<file path="src/rtl/vga_sincronizador.sv">
// 640x480@60 Hz VGA raster timing: pixel-strobe prescaler, horizontal/vertical
// phase FSMs and counters, with every output registered from next-state values.
module vga_sincronizador #(
  parameter int DIV    = 4,
  parameter int H_VIS  = 640,
  parameter int H_FP   = 16,
  parameter int H_SYNC = 96,
  parameter int H_BP   = 48,
  parameter int V_VIS  = 480,
  parameter int V_FP   = 10,
  parameter int V_SYNC = 2,
  parameter int V_BP   = 33
) (
  input  logic       reloj,
  input  logic       reset,
  output logic [9:0] Qh,
  output logic [9:0] Qv,
  output logic       pixel_tick,
  output logic       hsync,
  output logic       vsync,
  output logic       video_on,
  output logic       fin_cuadro
);

  localparam int H_TOTAL = H_VIS + H_FP + H_SYNC + H_BP;
  localparam int V_TOTAL = V_VIS + V_FP + V_SYNC + V_BP;
  localparam int DW      = $clog2(DIV);

  localparam logic [DW-1:0] DIV_LAST = DW'(DIV - 1);
  localparam logic [DW-1:0] DIV_ZERO = {DW{1'b0}};
  localparam logic [DW-1:0] DIV_ONE  = DW'(1);

  localparam logic [9:0] H_VIS_END  = 10'(H_VIS - 1);
  localparam logic [9:0] H_FP_END   = 10'(H_VIS + H_FP - 1);
  localparam logic [9:0] H_SYNC_END = 10'(H_VIS + H_FP + H_SYNC - 1);
  localparam logic [9:0] H_END      = 10'(H_TOTAL - 1);
  localparam logic [9:0] V_VIS_END  = 10'(V_VIS - 1);
  localparam logic [9:0] V_FP_END   = 10'(V_VIS + V_FP - 1);
  localparam logic [9:0] V_SYNC_END = 10'(V_VIS + V_FP + V_SYNC - 1);
  localparam logic [9:0] V_END      = 10'(V_TOTAL - 1);

  typedef enum logic [1:0] {
    H_VISIBLE = 2'd0,
    H_FRONT   = 2'd1,
    H_SYNCP   = 2'd2,
    H_BACK    = 2'd3
  } h_state_e;

  typedef enum logic [1:0] {
    V_VISIBLE = 2'd0,
    V_FRONT   = 2'd1,
    V_SYNCP   = 2'd2,
    V_BACK    = 2'd3
  } v_state_e;

  logic [DW-1:0] div_cnt_q, div_cnt_d;
  logic [9:0]    qh_q, qh_d, qv_q, qv_d;
  h_state_e      h_state_q, h_state_d;
  v_state_e      v_state_q, v_state_d;
  logic          pixel_tick_q, pixel_tick_d;
  logic          hsync_q, hsync_d;
  logic          vsync_q, vsync_d;
  logic          video_on_q, video_on_d;
  logic          fin_cuadro_q, fin_cuadro_d;
  logic          tick_s, eol_s;

  // Prescaler and raster counters; Qv only moves on the end-of-line tick.
  always_comb begin
    tick_s    = (div_cnt_q == DIV_LAST);
    eol_s     = tick_s && (qh_q == H_END);
    div_cnt_d = div_cnt_q;
    qh_d      = qh_q;
    qv_d      = qv_q;
    if (tick_s) begin
      div_cnt_d = DIV_ZERO;
      if (eol_s) begin
        qh_d = 10'd0;
        if (qv_q == V_END) begin
          qv_d = 10'd0;
        end else begin
          qv_d = qv_q + 10'd1;
        end
      end else begin
        qh_d = qh_q + 10'd1;
        qv_d = qv_q;
      end
    end else begin
      div_cnt_d = div_cnt_q + DIV_ONE;
      qh_d      = qh_q;
      qv_d      = qv_q;
    end
  end

  // Horizontal phase FSM, stepped by the pixel tick.
  always_comb begin
    h_state_d = h_state_q;
    if (tick_s) begin
      case (h_state_q)
        H_VISIBLE: if (qh_q == H_VIS_END)  h_state_d = H_FRONT;   else h_state_d = H_VISIBLE;
        H_FRONT:   if (qh_q == H_FP_END)   h_state_d = H_SYNCP;   else h_state_d = H_FRONT;
        H_SYNCP:   if (qh_q == H_SYNC_END) h_state_d = H_BACK;    else h_state_d = H_SYNCP;
        H_BACK:    if (qh_q == H_END)      h_state_d = H_VISIBLE; else h_state_d = H_BACK;
        default:   h_state_d = H_VISIBLE;
      endcase
    end else begin
      h_state_d = h_state_q;
    end
  end

  // Vertical phase FSM, stepped once per line.
  always_comb begin
    v_state_d = v_state_q;
    if (eol_s) begin
      case (v_state_q)
        V_VISIBLE: if (qv_q == V_VIS_END)  v_state_d = V_FRONT;   else v_state_d = V_VISIBLE;
        V_FRONT:   if (qv_q == V_FP_END)   v_state_d = V_SYNCP;   else v_state_d = V_FRONT;
        V_SYNCP:   if (qv_q == V_SYNC_END) v_state_d = V_BACK;    else v_state_d = V_SYNCP;
        V_BACK:    if (qv_q == V_END)      v_state_d = V_VISIBLE; else v_state_d = V_BACK;
        default:   v_state_d = V_VISIBLE;
      endcase
    end else begin
      v_state_d = v_state_q;
    end
  end

  // Decode from next-state values so the flags land on the same edge as Qh/Qv.
  always_comb begin
    pixel_tick_d = (div_cnt_d == DIV_LAST);
    hsync_d      = (h_state_d != H_SYNCP);
    vsync_d      = (v_state_d != V_SYNCP);
    video_on_d   = (h_state_d == H_VISIBLE) && (v_state_d == V_VISIBLE);
    fin_cuadro_d = pixel_tick_d && (qh_d == H_END) && (qv_d == V_END);
  end

  // State register; reset wins over any pending tick.
  always_ff @(posedge reloj) begin
    if (!reset) begin
      div_cnt_q    <= DIV_ZERO;
      qh_q         <= 10'd0;
      qv_q         <= 10'd0;
      h_state_q    <= H_VISIBLE;
      v_state_q    <= V_VISIBLE;
      pixel_tick_q <= 1'b0;
      hsync_q      <= 1'b1;
      vsync_q      <= 1'b1;
      video_on_q   <= 1'b1;
      fin_cuadro_q <= 1'b0;
    end else begin
      div_cnt_q    <= div_cnt_d;
      qh_q         <= qh_d;
      qv_q         <= qv_d;
      h_state_q    <= h_state_d;
      v_state_q    <= v_state_d;
      pixel_tick_q <= pixel_tick_d;
      hsync_q      <= hsync_d;
      vsync_q      <= vsync_d;
      video_on_q   <= video_on_d;
      fin_cuadro_q <= fin_cuadro_d;
    end
  end

  assign Qh         = qh_q;
  assign Qv         = qv_q;
  assign pixel_tick = pixel_tick_q;
  assign hsync      = hsync_q;
  assign vsync      = vsync_q;
  assign video_on   = video_on_q;
  assign fin_cuadro = fin_cuadro_q;

endmodule
</file>
<file path="config.mk">
export PLATFORM = sky130hd
export DESIGN_NAME = vga_sincronizador
export DESIGN_NICKNAME = d
export VERILOG_FILES = /design/src/rtl/vga_sincronizador.sv
export SDC_FILE = /design/constraint.sdc
export NUM_CORES = 1
export LEC_CHECK = 0
export CORE_MARGIN = 3
export CORE_UTILIZATION = 55
export DETAILED_ROUTE_END_ITERATION = 10
export HOLD_SLACK_MARGIN = 0.12
export PLACE_DENSITY = 0.77
export SYNTH_ARGS = -nofsm -noshare
export SYNTH_HDL_FRONTEND = slang
export SYNTH_SLANG_ARGS = --single-unit
</file>
<file path="constraint.sdc">
create_clock -name reloj -period 4.81 [get_ports reloj]
set_input_delay 0.7215 -clock reloj [delete_from_list [all_inputs] [get_ports reloj]]
set_output_delay 0.7215 -clock reloj [all_outputs]
set_load 0.005 [all_outputs]
</file>
**Word level (Yosys, flattened, before mapping)**

Cells that the tools add are included.

- Bits in latches: 0
- Bits in read-only memories: 0
- Logic and storage cells: 59
- Output and inout port bits: 25
- Bits in writable memories: 0
- Bits of input ports: 2
- Memories kept: 0
- Register bits: 31

- Bitwise operators: 0
- Divide/modulo/power cells: 0
- $mul: 0
- Order comparisons: 0
- Shift operators: 0
- $add $sub $neg: 3
- Eq/ne operators: 20
- Reductions and logical operators: 8
- Muxes and demuxes: 18

Operators with widths:

| operator | number |
|---|---|
| $eq A10 B10 Y1 const B | 7 |
| $mux W10 | 5 |
| $eq A10 B9 Y1 const B | 3 |
| $add A10 B1 Y10 const B | 2 |
| $pmux W2 S4 | 2 |
| $mux W2 | 7 |
| $eq A2 B2 Y1 const B | 6 |
| $logic_not A2 Y1 | 4 |
| $eq A2 B1 Y1 const B | 2 |
| $logic_and A1 B1 Y1 | 4 |
| $mux W1 | 4 |
| $ne A2 B2 Y1 const B | 2 |
| $add A2 B1 Y2 const B | 1 |

**Longest topological paths before layout**

- Depth in word-level cells: 7
- Gate-level depth with buffers: 9
- Depth with buffers taken out: 7

**Worst setup path after synthesis**

No wires, ideal clock.

- Path type: reg2reg
- Start: register div_cnt_q[0]
- End: register fin_cuadro_q (netlist: fin_cuadro)
- Path buffers: 2
- Cell stages (with the launch flop): 9
- Data arrival time: 1.772 ns
- Slack: 2.910 ns
- Clock period less this slack: 1.900 ns
- Library setup time: 0.129 ns
- Data required time: 4.681 ns
- Path through: dfxtp_1 ha_1 buf_4 and4_1 buf_4 nand4_2 or4_1 o211ai_1 a2111oi_2

- Longest elaborated chain between the ends: 7
- Elaborated cells on any way between the ends: 13
- Classes of those cells: add/sub (1); eq/ne (4); mux (5); reduce/logical (3)

RTL lines:

| element | line | text |
|---|---|---|
| from (decl) | 56 | `logic [DW-1:0] div_cnt_q, div_cnt_d;` |
| from (signal assigned) | 149 | `div_cnt_q <= div_cnt_d;` |
| $eq A2 B2 Y1 | 69 | `tick_s = (div_cnt_q == DIV_LAST);` |
| $logic_and A1 B1 Y1 | 70 | `eol_s = tick_s && (qh_q == H_END);` |
| $mux W10 | 76 | `if (eol_s) begin` |
| $mux W10 | 74 | `if (tick_s) begin` |
| $eq A10 B10 Y1 | 132 | `fin_cuadro_d = pixel_tick_d && (qh_d == H_END) && (qv_d == V_END);` |
| $logic_and A1 B1 Y1 | 132 |  |
| $logic_and A1 B1 Y1 (*) | 132 |  |
| to (signal assigned) | 158 | `fin_cuadro_q <= fin_cuadro_d;` |
| to (decl) | 64 | `logic fin_cuadro_q, fin_cuadro_d;` |

Every way passes the cells marked *; elsewhere a longest branch is shown, timed or not.
A chain may end at the register's enable or synchronous reset.

**Worst setup path after layout**

Same ends and word-level chain as after synthesis.

==> run_results.csv <==
group,metric,value,unit
logic_synthesis,synth_cells,204,
timing,grt_setup_unrepaired,"no",
setup_path,crit_chain,"ha_1 -> and4_1 -> nand4_2 -> nor4_1 -> o211ai_1 -> a2111oi_2",
setup_path,cp_max_fo,15,
power_and_ir_drop,p_total,0.499,mW
finish,diodes,0,
cts,clk_pin_slew,110,ps
finish,fin_nets,232,
logic_synthesis,yosysUniqueCellTypes,45,
finish,area_growth,17.9,%
die,die_area,3910,sq um
setup_path,startpoint_type,"flop",
setup_path,critPathSlowestCell,"nor4_1",
logic_synthesis,synth_top_cells_by_area,"dfxtp_1 35%, ha_1 4.3%, nor2b_1 3.6%, xor2_1 3.5%, nand4_1 3.2%",
global_route,grt.total_usage,22.7,%
timing,worst_pin_slew,656,ps
die,core_area,2900,sq um
timing,hold_viol,0,
setup_path,worstSetupPathType,"reg2reg",
timing,finalCriticalPeriod,2520,ps
die,die_h,62.5,um
timing,fmax,396,MHz
routing,vias,1559,
cts,ctsLongestPathBuffers,2,
timing,skew,4.99,ps
timing,post-route-period-util,52.4,%
placement,io_buffers,26,
logic_synthesis,yosys.area.top_type_share,35.3,%
flow_run,drv_cap,0,
timing,drv_slew,0,
min_path,hold_class,"reg2reg",
die,top_level_ports,27,
die,rows,19,
cts,worstSkewPairLatency,340,ps
setup_path,critPathRequiredTime,5050,ps
routing,drc,0,
routing,vias_per_cell,5.84,
global_route,antenna_found_initial,0,
logic_synthesis,synth-main-ff-cell,"dfxtp_1",
die,die_w,62.5,um
placement,place.gp.congestion,0.835,
global_route,grt_pass1_wl,7.20,mm
cts,root_buffer,"clkbuf_4",
power_and_ir_drop,leakagePower,0.714,nW
cts,cts_setup_buffers,0,
routing,wire_per_inst,15.0,um
logic_synthesis,synth-async-reset-ratio,0,%
setup_path,critPathArrivalTime,2770,ps
global_route,grt_remaining_overflow,0,
logic_synthesis,synth_top_area_cell,"dfxtp_1",
logic_synthesis,synth-edff-count,0,
run_status,status,"finished clean",
setup_path,slowest_delay,460,ps
routing,dr.pass1.iters,4,
cts,cts_hold_buf,0,
setup_path,cp-end-kind,"flop",
timing,setup_tns,0,ps
cts,ctsResizeCount,0,
logic_synthesis,seq_area_frac_synth,35.3,%
timing,slew_headroom,56.2,%
cts,h-tree-depth,2,
global_route,grt_pass1_vias,1501,
cts,tritoncts,"built",
logic_synthesis,syn_avg_cell_area,8.61,sq um
timing,finalSetupViolCount,0,
logic_synthesis,ys_seq_elements,31,
routing,dr.first_iter.drc_count,125,
logic_synthesis,syn_area,1760,sq um
logic_synthesis,syn_nets,212,
placement,dpl.hpwl,2.89,mm
global_route,grt_max_degree,24,
cts,cts.sink_count,31,
power_and_ir_drop,power_density,241,nW/um^2
power_and_ir_drop,irDropWorstVdd,209,uV
routing,drt-total-wl,4.01,mm
finish,drive_gt1_share,8.44,%
logic_synthesis,yosys_warnings,0,
cts,cts_buffers,5,
die,start_util,60.6,%
routing,ant_nets,0,
-- cell families after synthesis --
family / count (synthesis) / share of synthesized area, %
buffers and inverters: 21 / 6.48
XOR/XNOR: 13 / 6.48
AO/OA/AOI/OAI: 38 / 15.0
flip-flops: 31 / 35.3
adder cells (fa/ha/maj): 6 / 4.27
AND/OR/NAND/NOR: 94 / 31.8
multiplexers: 1 / 0.641
-- registers in the layout, summed over array words and instances, names as in the netlist --
| register | flops |
|---|---|
| Qh | 10 |
| Qv | 10 |
| div_cnt_q | 2 |
| fin_cuadro | 1 |
| h_state_q | 2 |
| hsync | 1 |
| pixel_tick | 1 |
| v_state_q | 2 |
| video_on | 1 |
| vsync | 1 |
-- power by group --
part           internal [mW]  total, mW  switching (mW)  leakage [nW]
logic                0.00782     0.0159         0.00807         0.415
registers              0.260      0.262         0.00259         0.250
clock network          0.123      0.221          0.0978        0.0482
total                  0.391      0.499           0.108         0.714
-- layout by cell type (no fill, tap or decap), types with 5 or more instances in the layout --
| master | Yosys | final |
|---|---|---|
| ha_1 | 6 | 6 |
| o21ai_0 | 7 | 7 |
| nand3_1 | 10 | 10 |
| xor2_1 | 7 | 7 |
| nor2b_1 | 10 | 10 |
| xnor2_1 | 6 | 6 |
| and2_1 | 7 | 7 |
| nor2_1 | 14 | 14 |
| a21oi_1 | 7 | 7 |
| dfxtp_1 | 31 | 31 |
| clkbuf_4 | 0 | 5 |
| a21boi_0 | 6 | 6 |
| nand2_1 | 14 | 14 |
| nand4_1 | 9 | 9 |
| clkdlybuf4s50_1 | 0 | 26 |
| inv_1 | 8 | 8 |
-- per-layer routing --
metal | track usage, % | vias up | part of all wire, %
met3 | 5.58 | 10 | 5.3
met4 | 11.3 | 0 | 1.6
met1 | 29.6 | 741 | 45
met5 | 0 | - | 0
met2 | 34.6 | 49 | 48
li1 | - | 759 | -
-- synthesized netlist by cell type, types with 2 or more instances --
library cell	n
nand2_1	14
o21ai_0	7
o21ba_2	2
nand2b_1	4
nor2b_1	10
xor2_1	7
buf_4	4
nor3b_1	2
inv_1	8
nand3_1	10
buf_6	2
dfxtp_1	31
a21boi_0	6
xnor2_1	6
nor4b_1	4
o21ai_1	2
o21a_1	2
buf_2	4
and2_1	7
nand4_1	9
and4_1	3
nor2_1	14
o211ai_1	4
a21oi_1	7
clkbuf_1	3
or4_1	2
and3_1	2
nor3_1	3
nor4_1	4
ha_1	6
-- worst paths after layout --
check	startpoint	endpoint	slack, ps	cells past startpoint
worst min-delay path	div_cnt_q[0]	div_cnt_q[0]	460	1
worst min register to register	div_cnt_q[0]	div_cnt_q[0]	460	1
worst max register to register	div_cnt_q[0]	fin_cuadro	2290	6
worst max-delay path	div_cnt_q[0]	fin_cuadro	2290	6
-- through the flow --
step / instances / hold slack [ps] / setup slack [ps] / instance area, sq um / utilization, %
4_1_cts: 267 / 465 / 2290 / 2070 / 71.4
3_3_place_gp: 259 / 434 / 2110 / 1990 / 68.5
3_5_place_dp: 259 / 450 / 1940 / 1990 / 68.5
6_report: 267 / 462 / 2290 / 2070 / 71.4
2_1_floorplan: 204 / 426 / 2910 / 1760 / -
5_1_grt: 267 / 505 / 2050 / 2070 / 71.4
-- layout make-up --
cell class / count / area [sq um]
repair buffers: 26 / 260
fillers: 241 / 828
inverters: 8 / 30.0
clock inverters: 2 / 35.0
flip-flops and latches: 31 / 621
well taps: 42 / 52.6
clock buffers: 6 / 51.3
multi-input cells: 152 / 1020
-- critical path: cells and delay by family (launching register included) --
family	cells	cell delay (ps)
simple gates	3	1310
flops	1	370
compound gates	2	420
fa+ha+maj	1	340
No activity file was read; power rests on OpenSTA's default activity.
